[src/rtl/munoc_apb_to_axi4l_bridge_pkg.sv]
// munoc_apb_to_axi4l_bridge_pkg
// Shared definitions for the APB -> AXI4-Lite bridge:
//   - bridge_state_e : 3-bit FSM state encoding
//   - resp_is_err()  : true for SLVERR / DECERR responses
//   - timer_width()  : response-timer counter width, never below 1
package munoc_apb_to_axi4l_bridge_pkg;

    typedef enum logic [2:0] {
        ST_IDLE  = 3'd0,
        ST_WADDR = 3'd1,
        ST_WRESP = 3'd2,
        ST_RADDR = 3'd3,
        ST_RDATA = 3'd4,
        ST_DONE  = 3'd5
    } bridge_state_e;

    // SLVERR (2'b10) and DECERR (2'b11) both report an error to APB.
    function automatic logic resp_is_err(input logic [1:0] resp);
        return (resp == 2'b10) || (resp == 2'b11);
    endfunction

    function automatic int timer_width(input int limit);
        int w;
        w = $clog2(limit + 1);
        return (w < 1) ? 1 : w;
    endfunction

endpackage

[src/rtl/munoc_apb_to_axi4l_bridge_response_timer.sv]
// munoc_apb_to_axi4l_bridge_response_timer
// Counts cycles while enabled and flags expiry on the LIMIT-th enabled
// cycle. LIMIT = 0 disables the timer (expire tied low).
// Ports:
//   clk, rst : clock, asynchronous active-high reset
//   clear    : synchronous counter clear (wins over enable)
//   enable   : count this cycle
//   expire   : high in the LIMIT-th consecutive enabled cycle
module munoc_apb_to_axi4l_bridge_response_timer
    import munoc_apb_to_axi4l_bridge_pkg::*;
#(
    parameter int LIMIT = 0
) (
    input  logic clk,
    input  logic rst,
    input  logic clear,
    input  logic enable,
    output logic expire
);

    localparam int            CW       = timer_width(LIMIT);
    localparam logic [CW-1:0] LAST     = CW'(LIMIT - 1);
    localparam bit            TIMER_ON = (LIMIT != 0);

    logic [CW-1:0] cnt_q;
    logic [CW-1:0] cnt_d;

    // Next count: clear has priority, otherwise increment when enabled.
    always_comb begin
        cnt_d = cnt_q;
        if (clear) begin
            cnt_d = {CW{1'b0}};
        end else if (enable) begin
            cnt_d = cnt_q + CW'(1);
        end else begin
            cnt_d = cnt_q;
        end
    end

    // Counter register.
    always_ff @(posedge clk or posedge rst) begin
        if (rst) begin
            cnt_q <= {CW{1'b0}};
        end else begin
            cnt_q <= cnt_d;
        end
    end

    // The count before increment equals LAST in the LIMIT-th waiting cycle.
    assign expire = TIMER_ON && enable && (cnt_q == LAST);

endmodule

[src/rtl/munoc_apb_to_axi4l_bridge.sv]
// munoc_apb_to_axi4l_bridge
// Converts single APB transfers into AXI4-Lite transactions, one at a time.
// A response timer completes a hung transfer with SLVERR; the late response
// is then drained (orphan_b / orphan_r) before a new transfer is accepted.
// Ports:
//   clk, rstpp                       : clock, asynchronous active-high reset
//   spsel/spenable/spwrite/spaddr/
//   spwdata/spstrb                   : APB request
//   sprdata/spready/spslverr         : APB completion (registered)
//   x4law*, x4lw*, x4lb*             : AXI4-Lite write channels
//   x4lar*, x4lr*                    : AXI4-Lite read channels
module munoc_apb_to_axi4l_bridge
    import munoc_apb_to_axi4l_bridge_pkg::*;
#(
    parameter int BW_PLATFORM_ADDR = 32,
    parameter int BW_NODE_DATA     = 32,
    parameter int TIMEOUT_CYCLES   = 0
) (
    input  logic                        clk,
    input  logic                        rstpp,
    input  logic                        spsel,
    input  logic                        spenable,
    input  logic                        spwrite,
    input  logic [BW_PLATFORM_ADDR-1:0] spaddr,
    input  logic [BW_NODE_DATA-1:0]     spwdata,
    input  logic [BW_NODE_DATA/8-1:0]   spstrb,
    output logic [BW_NODE_DATA-1:0]     sprdata,
    output logic                        spready,
    output logic                        spslverr,
    output logic [BW_PLATFORM_ADDR-1:0] x4lawaddr,
    output logic                        x4lawvalid,
    input  logic                        x4lawready,
    output logic [BW_NODE_DATA-1:0]     x4lwdata,
    output logic [BW_NODE_DATA/8-1:0]   x4lwstrb,
    output logic                        x4lwvalid,
    input  logic                        x4lwready,
    input  logic [1:0]                  x4lbresp,
    input  logic                        x4lbvalid,
    output logic                        x4lbready,
    output logic [BW_PLATFORM_ADDR-1:0] x4laraddr,
    output logic                        x4larvalid,
    input  logic                        x4larready,
    input  logic [BW_NODE_DATA-1:0]     x4lrdata,
    input  logic [1:0]                  x4lrresp,
    input  logic                        x4lrvalid,
    output logic                        x4lrready
);

    localparam int SW = BW_NODE_DATA / 8;

    bridge_state_e               state_q,    state_d;
    logic [BW_PLATFORM_ADDR-1:0] addr_q,     addr_d;
    logic [BW_NODE_DATA-1:0]     wdata_q,    wdata_d;
    logic [SW-1:0]               strb_q,     strb_d;
    logic                        awvalid_q,  awvalid_d;
    logic                        wvalid_q,   wvalid_d;
    logic                        arvalid_q,  arvalid_d;
    logic                        bready_q,   bready_d;
    logic                        rready_q,   rready_d;
    logic                        aw_done_q,  aw_done_d;
    logic                        w_done_q,   w_done_d;
    logic [BW_NODE_DATA-1:0]     sprdata_q,  sprdata_d;
    logic                        spslverr_q, spslverr_d;
    logic                        spready_q,  spready_d;
    logic                        orphan_b_q, orphan_b_d;
    logic                        orphan_r_q, orphan_r_d;

    logic aw_hs, w_hs, ar_hs, b_hs, r_hs;
    logic waiting, expire;

    assign aw_hs = awvalid_q & x4lawready;
    assign w_hs  = wvalid_q  & x4lwready;
    assign ar_hs = arvalid_q & x4larready;
    assign b_hs  = bready_q  & x4lbvalid;
    assign r_hs  = rready_q  & x4lrvalid;

    // The timer only runs while a response is awaited.
    assign waiting = (state_q == ST_WRESP) || (state_q == ST_RDATA);

    munoc_apb_to_axi4l_bridge_response_timer #(
        .LIMIT (TIMEOUT_CYCLES)
    ) u_timer (
        .clk    (clk),
        .rst    (rstpp),
        .clear  (!waiting),
        .enable (waiting),
        .expire (expire)
    );

    // Next-state and next-output logic for the transfer FSM.
    always_comb begin
        state_d    = state_q;
        addr_d     = addr_q;
        wdata_d    = wdata_q;
        strb_d     = strb_q;
        awvalid_d  = awvalid_q;
        wvalid_d   = wvalid_q;
        arvalid_d  = arvalid_q;
        aw_done_d  = aw_done_q;
        w_done_d   = w_done_q;
        sprdata_d  = sprdata_q;
        spslverr_d = spslverr_q;
        spready_d  = 1'b0;

        // A late response after a timeout is swallowed here; it never
        // reaches sprdata/spslverr.
        if (orphan_b_q && b_hs) begin
            orphan_b_d = 1'b0;
        end else begin
            orphan_b_d = orphan_b_q;
        end
        if (orphan_r_q && r_hs) begin
            orphan_r_d = 1'b0;
        end else begin
            orphan_r_d = orphan_r_q;
        end

        case (state_q)
            ST_IDLE: begin
                if (spsel && spenable && !orphan_b_q && !orphan_r_q) begin
                    addr_d  = spaddr;
                    wdata_d = spwdata;
                    strb_d  = spstrb;
                    if (spwrite) begin
                        state_d   = ST_WADDR;
                        awvalid_d = 1'b1;
                        wvalid_d  = 1'b1;
                        aw_done_d = 1'b0;
                        w_done_d  = 1'b0;
                    end else begin
                        state_d   = ST_RADDR;
                        arvalid_d = 1'b1;
                    end
                end else begin
                    state_d = ST_IDLE;
                end
            end
            ST_WADDR: begin
                // AW and W complete independently, in either order.
                if (aw_hs) begin
                    awvalid_d = 1'b0;
                    aw_done_d = 1'b1;
                end else begin
                    awvalid_d = awvalid_q;
                end
                if (w_hs) begin
                    wvalid_d = 1'b0;
                    w_done_d = 1'b1;
                end else begin
                    wvalid_d = wvalid_q;
                end
                if (aw_done_d && w_done_d) begin
                    state_d = ST_WRESP;
                end else begin
                    state_d = ST_WADDR;
                end
            end
            ST_WRESP: begin
                // A response on the expiry cycle still wins over the timeout.
                if (b_hs) begin
                    spslverr_d = resp_is_err(x4lbresp);
                    spready_d  = 1'b1;
                    state_d    = ST_DONE;
                end else if (expire) begin
                    spslverr_d = 1'b1;
                    sprdata_d  = {BW_NODE_DATA{1'b0}};
                    orphan_b_d = 1'b1;
                    spready_d  = 1'b1;
                    state_d    = ST_DONE;
                end else begin
                    state_d = ST_WRESP;
                end
            end
            ST_RADDR: begin
                if (ar_hs) begin
                    arvalid_d = 1'b0;
                    state_d   = ST_RDATA;
                end else begin
                    state_d = ST_RADDR;
                end
            end
            ST_RDATA: begin
                if (r_hs) begin
                    sprdata_d  = x4lrdata;
                    spslverr_d = resp_is_err(x4lrresp);
                    spready_d  = 1'b1;
                    state_d    = ST_DONE;
                end else if (expire) begin
                    spslverr_d = 1'b1;
                    sprdata_d  = {BW_NODE_DATA{1'b0}};
                    orphan_r_d = 1'b1;
                    spready_d  = 1'b1;
                    state_d    = ST_DONE;
                end else begin
                    state_d = ST_RDATA;
                end
            end
            ST_DONE: begin
                state_d = ST_IDLE;
            end
            default: begin
                state_d   = ST_IDLE;
                awvalid_d = 1'b0;
                wvalid_d  = 1'b0;
                arvalid_d = 1'b0;
            end
        endcase

        // Ready is held in the wait state and for as long as an orphan is pending.
        bready_d = (state_d == ST_WRESP) || orphan_b_d;
        rready_d = (state_d == ST_RDATA) || orphan_r_d;
    end

    // All FSM state and registered outputs.
    always_ff @(posedge clk or posedge rstpp) begin
        if (rstpp) begin
            state_q    <= ST_IDLE;
            addr_q     <= {BW_PLATFORM_ADDR{1'b0}};
            wdata_q    <= {BW_NODE_DATA{1'b0}};
            strb_q     <= {SW{1'b0}};
            awvalid_q  <= 1'b0;
            wvalid_q   <= 1'b0;
            arvalid_q  <= 1'b0;
            bready_q   <= 1'b0;
            rready_q   <= 1'b0;
            aw_done_q  <= 1'b0;
            w_done_q   <= 1'b0;
            sprdata_q  <= {BW_NODE_DATA{1'b0}};
            spslverr_q <= 1'b0;
            spready_q  <= 1'b0;
            orphan_b_q <= 1'b0;
            orphan_r_q <= 1'b0;
        end else begin
            state_q    <= state_d;
            addr_q     <= addr_d;
            wdata_q    <= wdata_d;
            strb_q     <= strb_d;
            awvalid_q  <= awvalid_d;
            wvalid_q   <= wvalid_d;
            arvalid_q  <= arvalid_d;
            bready_q   <= bready_d;
            rready_q   <= rready_d;
            aw_done_q  <= aw_done_d;
            w_done_q   <= w_done_d;
            sprdata_q  <= sprdata_d;
            spslverr_q <= spslverr_d;
            spready_q  <= spready_d;
            orphan_b_q <= orphan_b_d;
            orphan_r_q <= orphan_r_d;
        end
    end

    assign sprdata    = sprdata_q;
    assign spready    = spready_q;
    assign spslverr   = spslverr_q;
    assign x4lawaddr  = addr_q;
    assign x4lawvalid = awvalid_q;
    assign x4lwdata   = wdata_q;
    assign x4lwstrb   = strb_q;
    assign x4lwvalid  = wvalid_q;
    assign x4lbready  = bready_q;
    assign x4laraddr  = addr_q;
    assign x4larvalid = arvalid_q;
    assign x4lrready  = rready_q;

endmodule

[config.mk]
export PLATFORM = sky130hd
export DESIGN_NAME = munoc_apb_to_axi4l_bridge
export DESIGN_NICKNAME = d
export VERILOG_FILES = /design/src/rtl/munoc_apb_to_axi4l_bridge_pkg.sv /design/src/rtl/munoc_apb_to_axi4l_bridge_response_timer.sv /design/src/rtl/munoc_apb_to_axi4l_bridge.sv
export SDC_FILE = /design/constraint.sdc
export NUM_CORES = 1
export LEC_CHECK = 0
export CORE_AREA = 2 2 109 111
export CTS_CLUSTER_SIZE = 16
export DETAILED_ROUTE_END_ITERATION = 16
export DIE_AREA = 0 0 111 113
export PLACE_DENSITY = 0.85
export SYNTH_ARGS = -nofsm -noshare
export SYNTH_HDL_FRONTEND = slang
export SYNTH_HIERARCHICAL = 1
export SYNTH_SLANG_ARGS = --single-unit
[constraint.sdc]
create_clock -name clk -period 7.67 [get_ports clk]
set_clock_uncertainty 0.2 [all_clocks]
set_input_delay 1.534 -clock clk [delete_from_list [all_inputs] [get_ports clk]]
set_output_delay 1.534 -clock clk [all_outputs]
set_load 0.02 [all_outputs]
==> flow_summary.toml <==
[clocking]
htree_levels = 4
ctsResizeCount = 0
cts_post_setup_buffers_inserted = 0
clock_sinks = 114
cts_hold_buf = 0
numCtsBuffers = 17
cts_tree = "done"
clk_latency_ps = 390
clock_path_buffers = 2
root_buffer = "clkbuf_16"
clk_pin_slew_ps = 50

[place]
place.port_buffers = 250
dp.cells = 669
dp_slack_ps = 3380
routabilityCongestion = 0.838
hpwl_mm = 8.93

[cells_and_area]
diodes = 0
area_growth_pct = 62.3
final_layout_size_suffix_gt1_share_pct = 15.7
final_nets = 659
stdcell_count = 697
mostFrequentLayoutCells = "clkdlybuf4s50_1 (250), dfrtp_1 (114), mux2_2 (48)"
layout_commonest_cell = "clkdlybuf4s50_1"
fill_cells = 818

[global_routing]
grt_start_max_net_pins = 68
grt_usage_pct = 20.0
antenna_found_initial = 0
gr-total-overflow = 0
grt_pass1_wl_mm = 19.7
grt_pass1_vias = 3697

[floorplanning]
num_rows = 39
die-area_um2 = 12500
die_x_um = 111
die_h_um = 113
num_io_pins = 253
initial_core_util_pct = 41.6
coreArea_um2 = 11300

[power_and_ir_drop]
seqPwrFrac_pct = 30.4
power_switching_uw = 1280
clkPwrFrac_pct = 22.1
irDropWorstVdd_v = 0.000237
combPwrFrac_pct = 47.5
p_sw_share_pct = 35.1
power_density_nw_per_um2 = 478
p_leak_uw = 0.00321
p_int_uw = 2360

[routing]
drtPass1Iterations = 5
avgRoutedWirePerCell_um = 17.4
via_per_inst = 4.97
drt_iter0_drc = 148
drc_errors = 0
routed_wl_mm = 12.1
num_vias = 3464
ant_nets = 0

[logic_synthesis]
synth_cells = 325
yosys_warnings = 6
syn_nets = 439
synth_area_um2 = 4690
avgSynthCellArea_um2 = 14.4

[worst_setup_path]
critPathTopFamily = "buffers and inverters"
crit_type = "primary input to flip-flop"
r2r_cells = 4
cp.required_ps = 7740
worstPathArrival_ps = 3920
critical_path.slowest_cell = "buf_4"
cp.depth = 6
cp_cell_sequence = "clkdlybuf4s50_1, and4bb_2, nand2_1, nor2_4, buf_4, mux2_2"
end_kind = "flip-flop"
cp_num_buf_inv = 2
startpoint_type = "primary input"
crit_fanout = 50
max_stage_delay_ps = 620

[timing]
tns_ps = 0
post-route-min-period_ps = 3850
finalSetupViolCount = 0
post-route-period-util_pct = 50.2
fmax_mhz = 260
slew_violations = 0
rsz0062_at_grt = "no"
max_slew_margin_pct = 19.3
layout_setup_ws_ps = 3820
worst_hold_slack_ps = 285
hold_viol = 0
timing_worst_slew_pin_value_ps = 1210

[flow_run]
drv_cap = 0

[min_path]
hold_depth = 1
hold_class = "flip-flop to flip-flop"

[status]
outcome = "completed"
-- cell type report --
class / count / area, um2 / share of cell area, %
multi-input combinational: 155 / 1440 / 18.9
clock inverter: 5 / 100 / 1.31
timing repair buffer: 252 / 2520 / 33.1
clock buffer: 23 / 508 / 6.67
tap: 143 / 179 / 2.35
inverter: 5 / 21.3 / 0.279
sequential: 114 / 2850 / 37.5
-- sequential cells by signal, indices dropped and copies added (netlist names), 3 cells and up --
name and flops:
x4laraddr 32, sprdata 32, x4lwdata 32, x4lwstrb 4
state_q 3
-- power groups by stage --
stage          Clock (uW)  Sequential (uW)  Combinational (uW)
4_1_cts               821             1110                1750
5_1_grt               852             1160                1810
6_report              805             1110                1730
3_5_place_dp            0             1120                1740
2_1_floorplan           0             1410                 674
3_3_place_gp            0             1090                1710
-- metrics by stage --
stage / total power [uW] / instance area (um2) / utilization (%)
global placement: 2800 / 7010 / 62.2
global route: 3820 / 7610 / 67.6
floorplan: 2090 / 4690 / -
CTS: 3680 / 7610 / 67.6
finish: 3640 / 7610 / 67.6
detailed placement: 2860 / 7010 / 62.2
-- worst reg2reg max path: cells and delay by family (launching register included) --
family | cells | cell delay, ps
simple gates | 2 | 1360
compound gates | 2 | 780
flops | 1 | 620
-- layer usage --
layer,vias up,wire [um],global-route usage [%]
met2,152,6480,35.3
met5,-,0,0
met4,0,212,8.08
met3,17,716,5.73
li1,1581,-,-
met1,1714,4710,23.1
-- worst paths after layout --
path                               from             to  slack [ps]
setup / recovery               spenable  x4laraddr[27]        3820
hold / removal             x4lwdata[19]   x4lwdata[19]         290
setup reg to reg             state_q[0]    sprdata[11]        4590
hold reg to reg            x4lwdata[19]   x4lwdata[19]         290
max in group asynchronous         rstpp   x4lwdata[10]        4610
min in group asynchronous         rstpp  x4laraddr[11]        1360
Note: power is estimated with default switching activity, not from simulation.
